## src/rtl/uart_arb_pkg.sv

```systemverilog
// Shared definitions for the UART transmit arbiter: state encoding, one-hot helper
// and the byte width shared with the transmitter.
package uart_arb_pkg;

    localparam int UART_N_BITS = 8;
    localparam int MAX_REQ     = 8;

    localparam logic [2:0] IDLE   = 3'b001;
    localparam logic [2:0] LAUNCH = 3'b010;
    localparam logic [2:0] WAIT   = 3'b100;

    typedef enum logic [2:0] {
        S_IDLE   = IDLE,
        S_LAUNCH = LAUNCH,
        S_WAIT   = WAIT
    } arb_state_e;

    function automatic logic [MAX_REQ-1:0] onehot(input int unsigned idx);
        return MAX_REQ'(1) << idx;
    endfunction

endpackage

```

## src/rtl/rr_priority_picker.sv

```systemverilog
// Combinational round-robin picker: first set request bit scanning from ptr upward,
// wrapping modulo N_REQ.
module rr_priority_picker #(
    parameter int N_REQ = 4,
    parameter int PTR_W = $clog2(N_REQ)
) (
    input  logic [N_REQ-1:0] req,
    input  logic [PTR_W-1:0] ptr,
    output logic [PTR_W-1:0] winner,
    output logic             valid
);

    logic [PTR_W-1:0] idx;

    always_comb begin
        idx    = '0;
        winner = '0;
        valid  = 1'b0;
        for (int i = 0; i < N_REQ; i++) begin
            idx = PTR_W'((32'(ptr) + 32'(i)) % 32'(N_REQ));
            if (!valid && req[idx]) begin
                winner = idx;
                valid  = 1'b1;
            end
        end
    end

endmodule

```

## src/rtl/uart_tx_arbiter.sv

```systemverilog
// Round-robin arbiter sharing one UART transmitter among N_REQ byte producers.
// Optional burst locking is compiled in with `define UART_TX_ARB_LOCK_EN.
//
// state  | meaning
// IDLE   | no owner; arbitrate among pending requests
// LAUNCH | winner latched; one-cycle start strobe to the transmitter
// WAIT   | frame on the line; ack the owner on the done tick
module uart_tx_arbiter
    import uart_arb_pkg::*;
#(
    parameter int N_BITS    = UART_N_BITS,
    parameter int N_REQ     = 4,
    parameter int MAX_BURST = 4
) (
    input  logic                    i_clock,
    input  logic                    i_reset,
    input  logic [N_REQ-1:0]        i_req,
    input  logic [N_REQ*N_BITS-1:0] i_data,
`ifdef UART_TX_ARB_LOCK_EN
    input  logic [N_REQ-1:0]        i_lock,
`endif
    output logic [N_REQ-1:0]        o_ack,
    output logic [N_REQ-1:0]        o_grant,
    output logic                    o_busy,
    output logic                    o_tx_start,
    output logic [N_BITS-1:0]       o_tx_data,
    input  logic                    i_tx_done_tick
);

    localparam int PTR_W = $clog2(N_REQ);

    if (N_REQ < 2 || N_REQ > MAX_REQ) begin : g_bad_n_req
        $error("uart_tx_arbiter: N_REQ must be in 2..8");
    end
    if (MAX_BURST < 1) begin : g_bad_burst
        $error("uart_tx_arbiter: MAX_BURST must be at least 1");
    end

    function automatic logic [PTR_W-1:0] next_ptr(input logic [PTR_W-1:0] idx);
        return (idx == PTR_W'(N_REQ-1)) ? '0 : idx + PTR_W'(1);
    endfunction

    arb_state_e       state, state_next;
    logic [PTR_W-1:0] ptr, ptr_next;
    logic [PTR_W-1:0] owner, owner_next;
    logic [N_REQ-1:0] grant_next;
    logic [N_BITS-1:0] data_next;
    logic [N_BITS-1:0] win_data;
    logic [N_REQ-1:0] pick_req;
    logic [PTR_W-1:0] pick_ptr;
    logic [PTR_W-1:0] pick_winner;
    logic             pick_valid;

`ifdef UART_TX_ARB_LOCK_EN
    localparam int CNT_W = $clog2(MAX_BURST) + 1;

    logic [CNT_W-1:0] burst_cnt, cnt_next;
    logic             locked, locked_next;
    logic             lock_release;

    // While locked only the previous owner (held in ptr) may win.
    assign lock_release = locked && !i_lock[ptr];
    assign pick_ptr     = lock_release ? next_ptr(ptr) : ptr;
    assign pick_req     = (locked && i_lock[ptr]) ? (i_req & N_REQ'(onehot(32'(ptr)))) : i_req;
`else
    assign pick_ptr = ptr;
    assign pick_req = i_req;
`endif

    rr_priority_picker #(
        .N_REQ (N_REQ),
        .PTR_W (PTR_W)
    ) u_picker (
        .req    (pick_req),
        .ptr    (pick_ptr),
        .winner (pick_winner),
        .valid  (pick_valid)
    );

    always_comb begin
        win_data = '0;
        for (int k = 0; k < N_REQ; k++) begin
            if (pick_winner == PTR_W'(k)) begin
                win_data = i_data[k*N_BITS +: N_BITS];
            end
        end
    end

    always_ff @(posedge i_clock) begin
        if (i_reset) begin
            state     <= S_IDLE;
            ptr       <= '0;
            owner     <= '0;
            o_grant   <= '0;
            o_tx_data <= '0;
`ifdef UART_TX_ARB_LOCK_EN
            burst_cnt <= '0;
            locked    <= 1'b0;
`endif
        end else begin
            state     <= state_next;
            ptr       <= ptr_next;
            owner     <= owner_next;
            o_grant   <= grant_next;
            o_tx_data <= data_next;
`ifdef UART_TX_ARB_LOCK_EN
            burst_cnt <= cnt_next;
            locked    <= locked_next;
`endif
        end
    end

    always_comb begin
        state_next = state;
        ptr_next   = ptr;
        owner_next = owner;
        grant_next = o_grant;
        data_next  = o_tx_data;
        o_ack      = '0;
        o_tx_start = 1'b0;
`ifdef UART_TX_ARB_LOCK_EN
        cnt_next    = burst_cnt;
        locked_next = locked;
`endif
        case (state)
            S_IDLE: begin
`ifdef UART_TX_ARB_LOCK_EN
                if (lock_release) begin
                    ptr_next    = pick_ptr;
                    locked_next = 1'b0;
                    cnt_next    = '0;
                end
`endif
                if (pick_valid) begin
                    owner_next = pick_winner;
                    grant_next = N_REQ'(onehot(32'(pick_winner)));
                    data_next  = win_data;
                    state_next = S_LAUNCH;
                end
            end
            S_LAUNCH: begin
                o_tx_start = 1'b1;
                state_next = S_WAIT;
            end
            S_WAIT: begin
                if (i_tx_done_tick) begin
                    o_ack      = o_grant;
                    grant_next = '0;
                    state_next = S_IDLE;
                    ptr_next   = next_ptr(owner);
`ifdef UART_TX_ARB_LOCK_EN
                    if (i_lock[owner] && burst_cnt < CNT_W'(MAX_BURST-1)) begin
                        ptr_next    = owner;
                        cnt_next    = burst_cnt + CNT_W'(1);
                        locked_next = 1'b1;
                    end else begin
                        cnt_next    = '0;
                        locked_next = 1'b0;
                    end
`endif
                end
            end
            default: begin
                state_next = S_IDLE;
                grant_next = '0;
            end
        endcase
    end

    assign o_busy = (state != S_IDLE);

endmodule

```

## config.mk

```make
export PLATFORM = sky130hd
export DESIGN_NAME = uart_tx_arbiter
export DESIGN_NICKNAME = d
export VERILOG_FILES = /design/src/rtl/uart_arb_pkg.sv /design/src/rtl/rr_priority_picker.sv /design/src/rtl/uart_tx_arbiter.sv
export SDC_FILE = /design/constraint.sdc
export NUM_CORES = 1
export LEC_CHECK = 0
export CORE_MARGIN = 1
export CORE_UTILIZATION = 34
export CTS_CLUSTER_DIAMETER = 30
export DETAILED_ROUTE_END_ITERATION = 8
export PLACE_DENSITY_LB_ADDON = 0.08
export SLEW_MARGIN = 20
export SYNTH_ARGS = -nofsm -noshare
export SYNTH_HDL_FRONTEND = slang
export SYNTH_SLANG_ARGS = --single-unit
```

## constraint.sdc

```tcl
create_clock -name i_clock -period 1.4 [get_ports i_clock]
set_clock_uncertainty 0.05 [all_clocks]
set_input_delay 0.28 -clock i_clock [delete_from_list [all_inputs] [get_ports i_clock]]
set_output_delay 0.28 -clock i_clock [all_outputs]
set_load 0.05 [all_outputs]
```

==> results by group, run 1 <==
Run status
  – Status: finished, violations left
  – Failing checks: DRC, setup timing

Critical path
  – Critical path arrival: 1350 ps
  – Slowest stage cell, crit path: or3b_4
  – CP startpoint kind: flop
  – Worst Path Max Fanout: 3
  – Critical path's largest stage delay: 430 ps
  – CP bufs+invs: 2
  – CP delay by family, top: simple AND/OR/NAND/NOR gates
  – Worst Setup Path Type: reg2out
  – Worst EP required: 1070 ps
  – Cell chain of the critical path: or3b_4 -> buf_6 -> buf_8
  – Setup crit end kind: output port

Yosys
  – Synth Instances: 105
  – Synth area leaders: dfxtp_1 (37%), mux2i_1 (20%), o221ai_1 (5.9%)
  – Share of the synthesized area in the top cell type: 36.8%
  – Post-synth cell types: 28
  – Post-synthesis register bit count: 19
  – Syn. warnings: 0
  – Number of synthesized flops with an enable pin: 0
  – Yosys top cell by area: dfxtp_1
  – Most common flop cell mapped by yosys: dfxtp_1
  – Async SR Flop Fraction: 0%
  – Seq/Total Area, Yosys: 36.8%
  – Post-synthesis cell area: 1030 sq um
  – Syn_nets: 145
  – Syn_area_per_cell: 9.83 sq um

Placed design
  – Dpl hpwl: 2310 microns
  – # port buffers: 56
  – Final GP Congestion: 0.711
  – Cell total after placement: 206

Die
  – Initial Util: 36.8%
  – Floorplan row count: 19
  – DIE AREA: 3260 sq um
  – Die Wd: 57.1 microns
  – Ports: 57
  – Die height: 57.1 microns
  – Core area: 2810 sq um

Layout
  – Number of diodes: 0
  – Final net count: 228
  – Finished Core Util: 78.9%
  – Layout cells sized above 1: 44.9%
  – Area Growth Syn to Fin: 114%
  – Final Non-Filler Cells: 218

Routing
  – Post-route ant nets: 0
  – Vias per cell: 5.19
  – Initial DRC count: 37
  – DR WL/cell: 16.0 microns
  – Vias: 1132
  – Final WL: 3490 microns
  – Drt pass-1 iters: 6
  – Detailed-route DRC error count: 4

Timing
  – Final worst path period need: 1680 ps
  – Fin Hold WS: 478 ps
  – Max_slew headroom: 74.5%
  – Final Max Tran Viols: 0
  – # setup viols final: 23
  – Final period util: 120%
  – Final hold vios: 0
  – Achievable Freq: 596 MHz
  – Setup ws final: -278 ps
  – RSZ-0062 raised after global routing: yes
  – Worst-Margin Slew: 382 ps

Power and ir drop
  – Power per cell area: 922 nW/um^2
  – Power Total: 2.04 mW
  – Peak supply drop: 510 uV
  – Leak: 0.880 nW

Global route
  – Vias in the first global route: 1198
  – Global-route wire length before repair: 5420 microns
  – Antenna violations before repair: 0
  – Tot GR Track Use: 21.5%
  – GRT overflow: 0
  – Largest net degree at the start of global routing: 12

CTS
  – Clock slew at reported path FFs: 120 ps
  – H-tree levels: 1
  – Clk Latency, worst-skew pair: 300 ps
  – CTS Hold Bufs: 0
  – Cts bufs inserted: 3
  – CTS tree: yes
  – Clock root cell: clkbuf_4
  – Max clock buf depth: 2
  – CTS Sinks: 19

Run
  – Number of max-cap violations: 0

Worst hold path
  – Worst Hold Class: reg2reg
final cells by class:
type                       count  area, sq um
timing repair buffer          84         1020
multi-input combinational     78          732
fill                         182          593
sequential                    19          388
tap                           31         38.8
clock buffer                   3         22.5
inverter                       2         7.51
clock inverter                 1         5.00
cell usage after synthesis, types with 2 or more instances:
cell,instances
a21oi_1,5
and2_1,5
and2b_1,2
buf_2,2
buf_6,2
dfxtp_1,19
inv_1,2
mux2i_1,21
nand2_1,10
nand2b_1,2
nor2_1,10
nor2b_1,2
o221ai_1,7
o2bb2ai_1,2
repair_timing:
item	in CTS	in global routing
resized for setup	41	7
gates cloned	2	0
pin swaps	8	13
setup buffers	5	4
setup endpoints to repair	22	24
placed cells by master, fill, tap and decap left out, types with 2 or more instances in the layout:
cell and instances:
buf_4 14, buf_12 18, mux2i_1 19, dfxtp_1 15, nor2_4 3, mux2i_2 2, nor2_1 6, buf_6 12
clkbuf_4 3, a21oi_2 2, and2b_1 2, nor2b_1 2, o221ai_2 8, inv_1 2, clkdlybuf4s50_1 34, nand2_1 9
dlygate4sd2_1 4, and2_4 4, dfxtp_2 3, a21oi_1 3
final timing paths:
check | depth (start not counted) | slack [ps] | from | endpoint
worst max register to register | 6 | -240 | pick_ptr[1] | o_tx_data[7]
worst min register to register | 1 | 480 | o_grant[0] | o_grant[0]
worst min-delay path | 1 | 480 | o_grant[0] | o_grant[0]
worst max-delay path | 3 | -280 | state[2] | o_busy
kinds of logic (layout without fill, tap and decap cells):
logic type | Yosys count | after routing | share of synthesized area (%)
fa+ha+maj | 1 | 1 | 1.21
buf+inv | 8 | 90 | 4.97
flops | 19 | 19 | 36.8
mux | 21 | 21 | 20.4
compound gates | 21 | 21 | 17.2
simple gates | 35 | 35 | 19.4
state kept, by name, summed over array words and instances (netlist names):
name / cells
o_grant: 4
owner: 2
o_tx_data: 8
pick_ptr: 2
state: 3
report_power, final:
part           internal (mW)  switching [mW]
sequential             0.606          0.0650
combinational          0.590           0.490
clock                  0.107           0.180
metrics by stage:
| stage | cell area, sq um | setup slack, ps | setup TNS (ps) |
|---|---|---|---|
| after floorplan | 1050 | -195 | -2080 |
| after global placement | 1930 | -600 | -10020 |
| after detailed placement | 1930 | -665 | -10910 |
| after CTS | 2170 | -290 | -3480 |
| after global routing | 2210 | -352 | -6030 |
| final | 2210 | -278 | -4530 |
per-layer routing:
metal	wire (microns)	track usage, %	part of all wire (%)
met1	1350	24.6	39
met2	1930	39.3	55
met4	54	9.41	1.5
met3	159	3.63	4.6
met5	0	0	0
(Power assumes the default switching activity.)
==> run 2, diff against run 1 <==
--- a/config.mk
+++ b/config.mk
@@ -10,6 +10,7 @@
 export CTS_CLUSTER_DIAMETER = 30
 export DETAILED_ROUTE_END_ITERATION = 8
 export PLACE_DENSITY_LB_ADDON = 0.08
+export RECOVER_POWER = 25
 export SLEW_MARGIN = 20
 export SYNTH_ARGS = -nofsm -noshare
 export SYNTH_HDL_FRONTEND = slang
==> results by group, run 2 (same netlist as run 1, synthesis figures left out) <==
Timing
  – Final Max Tran Viols: 0
  – Final worst path period need: 1680 ps
  – Fin Hold WS: 440 ps
  – RSZ-0062 raised after global routing: yes
  – Final hold vios: 0
  – Achievable Freq: 596 MHz
  – Max_slew headroom: 74.5%
  – Worst-Margin Slew: 382 ps
  – Setup ws final: -277 ps
  – Final period util: 120%
  – # setup viols final: 23

Die
  – DIE AREA: 3260 sq um
  – Die Wd: 57.1 microns
  – Core area: 2810 sq um
  – Initial Util: 36.8%
  – Floorplan row count: 19
  – Ports: 57
  – Die height: 57.1 microns

Layout
  – Most frequent cells in the layout: clkdlybuf4s50_1 (34), mux2i_1 (19), dfxtp_1 (15), buf_12 (15), buf_4 (14)
  – Largest registers: o_tx_data (8), o_grant (4), state (3)
  – Commonest non-fill, non-tap cell in the layout: clkdlybuf4s50_1
  – Number of diodes: 0
  – Layout cells sized above 1: 44.9%
  – Max reg flops: 8
  – Finished Core Util: 77.3%
  – Fillers: 188
  – Final net count: 228
  – Area Growth Syn to Fin: 110%
  – Reg with most FFs: o_tx_data

Critical path
  – Worst Path Max Fanout: 3
  – CP startpoint kind: flop
  – Worst Setup Path Type: reg2out
  – Flop-to-flop setup slack: -240 ps
  – FF-to-FF Start: pick_ptr[1]
  – Setup crit end kind: output port
  – Critical Path Source: state[2]
  – Critical path arrival: 1350 ps
  – Worst EP required: 1070 ps

Routing
  – Vias per cell: 5.19
  – Post-route ant nets: 0
  – Initial DRC count: 37
  – Detailed-route DRC error count: 4
  – Drt pass-1 iters: 6
  – Final WL: 3490 microns
  – Vias: 1132
  – DR WL/cell: 16.0 microns

Power and ir drop
  – Power Total: 1.99 mW
  – Switching fraction of total power: 36.6%
  – Sequential share of power: 33.4%
  – Combinational Power Share: 52.2%
  – Pint: 1.26 mW
  – Psw: 0.727 mW
  – Power per cell area: 917 nW/um^2
  – Clock power frac: 14.4%
  – Peak supply drop: 509 uV
  – Leak: 0.868 nW

Placed design
  – # port buffers: 56
  – Post-Place Worst Slack: -665 ps
  – Dpl hpwl: 2310 microns
  – Final GP Congestion: 0.711

Worst hold path
  – Worst Hold Class: reg2reg
  – Hold wc startpoint: o_tx_data[3]

Global route
  – Antenna violations before repair: 0
  – Tot GR Track Use: 21.5%
  – Vias in the first global route: 1198
  – Largest net degree at the start of global routing: 12
  – GRT overflow: 0
  – Global-route wire length before repair: 5420 microns

CTS
  – CTS tree: yes
  – Max clock buf depth: 2
  – H-tree levels: 1
  – Cts bufs inserted: 3
  – Clk Latency, worst-skew pair: 300 ps
  – Clock root cell: clkbuf_4
  – Clock slew at reported path FFs: 120 ps
  – CTS Sinks: 19

Run status
  – Failing checks: DRC, setup timing
  – Status: finished, violations left

Run
  – Number of max-cap violations: 0
## run 2: layout make-up
class	count	area [sq um]	area share (%)
timing repair buffer	84	973	44.9
inverter	2	7.51	0.346
sequential	19	388	17.9
clock buffer	3	22.5	1.04
clock inverter	1	5.00	0.231
multi-input combinational	78	732	33.8
tap	31	38.8	1.79
## run 2: timing repair
| item | CTS | global route |
|---|---|---|
| hold buffers | 0 | 0 |
| pin swaps | 8 | 13 |
| endpoints found under the setup margin | 22 | 24 |
| buffers inserted | 5 | 4 |
| gates resized for setup | 41 | 7 |
| cloned | 2 | 0 |
| endpoints found under the hold margin | 0 | 0 |
## run 2: worst max-delay path, cell delays in order (launching register included)
cell     delay [ps]
dfxtp_2         340
or3b_4          430
buf_6           140
buf_8           140
## run 2: final timing paths
kind,depth (start not counted),end
worst max-delay path,3,o_busy
worst min-delay path,2,o_tx_data[3]
worst max register to register,6,o_tx_data[7]
worst min register to register,2,o_tx_data[3]
## run 2: power groups by stage
stage	Combinational [mW]	Clock [mW]	Sequential, mW
6_report	1.04	0.286	0.663
5_1_grt	1.08	0.329	0.671
4_1_cts	1.01	0.302	0.671
3_5_place_dp	0.873	0	0.679
3_3_place_gp	0.858	0	0.675
2_1_floorplan	0.269	0	0.813
## run 2: per-layer routing
layer,vias to the layer above,wire [microns],global-route usage (%)
li1,549,-,-
met2,44,1930,39.3
met3,6,156,3.63
met1,533,1360,24.6
met4,0,54,9.41
met5,-,0,0
## run 2: per-stage QoR
step | cells | cell area (sq um) | TNS (ps)
after floorplan | 105 | 1050 | -2080
after global placement | 206 | 1930 | -10020
after detailed placement | 206 | 1930 | -10910
after CTS | 216 | 2170 | -3480
after global routing | 218 | 2170 | -6030
final | 218 | 2170 | -4520
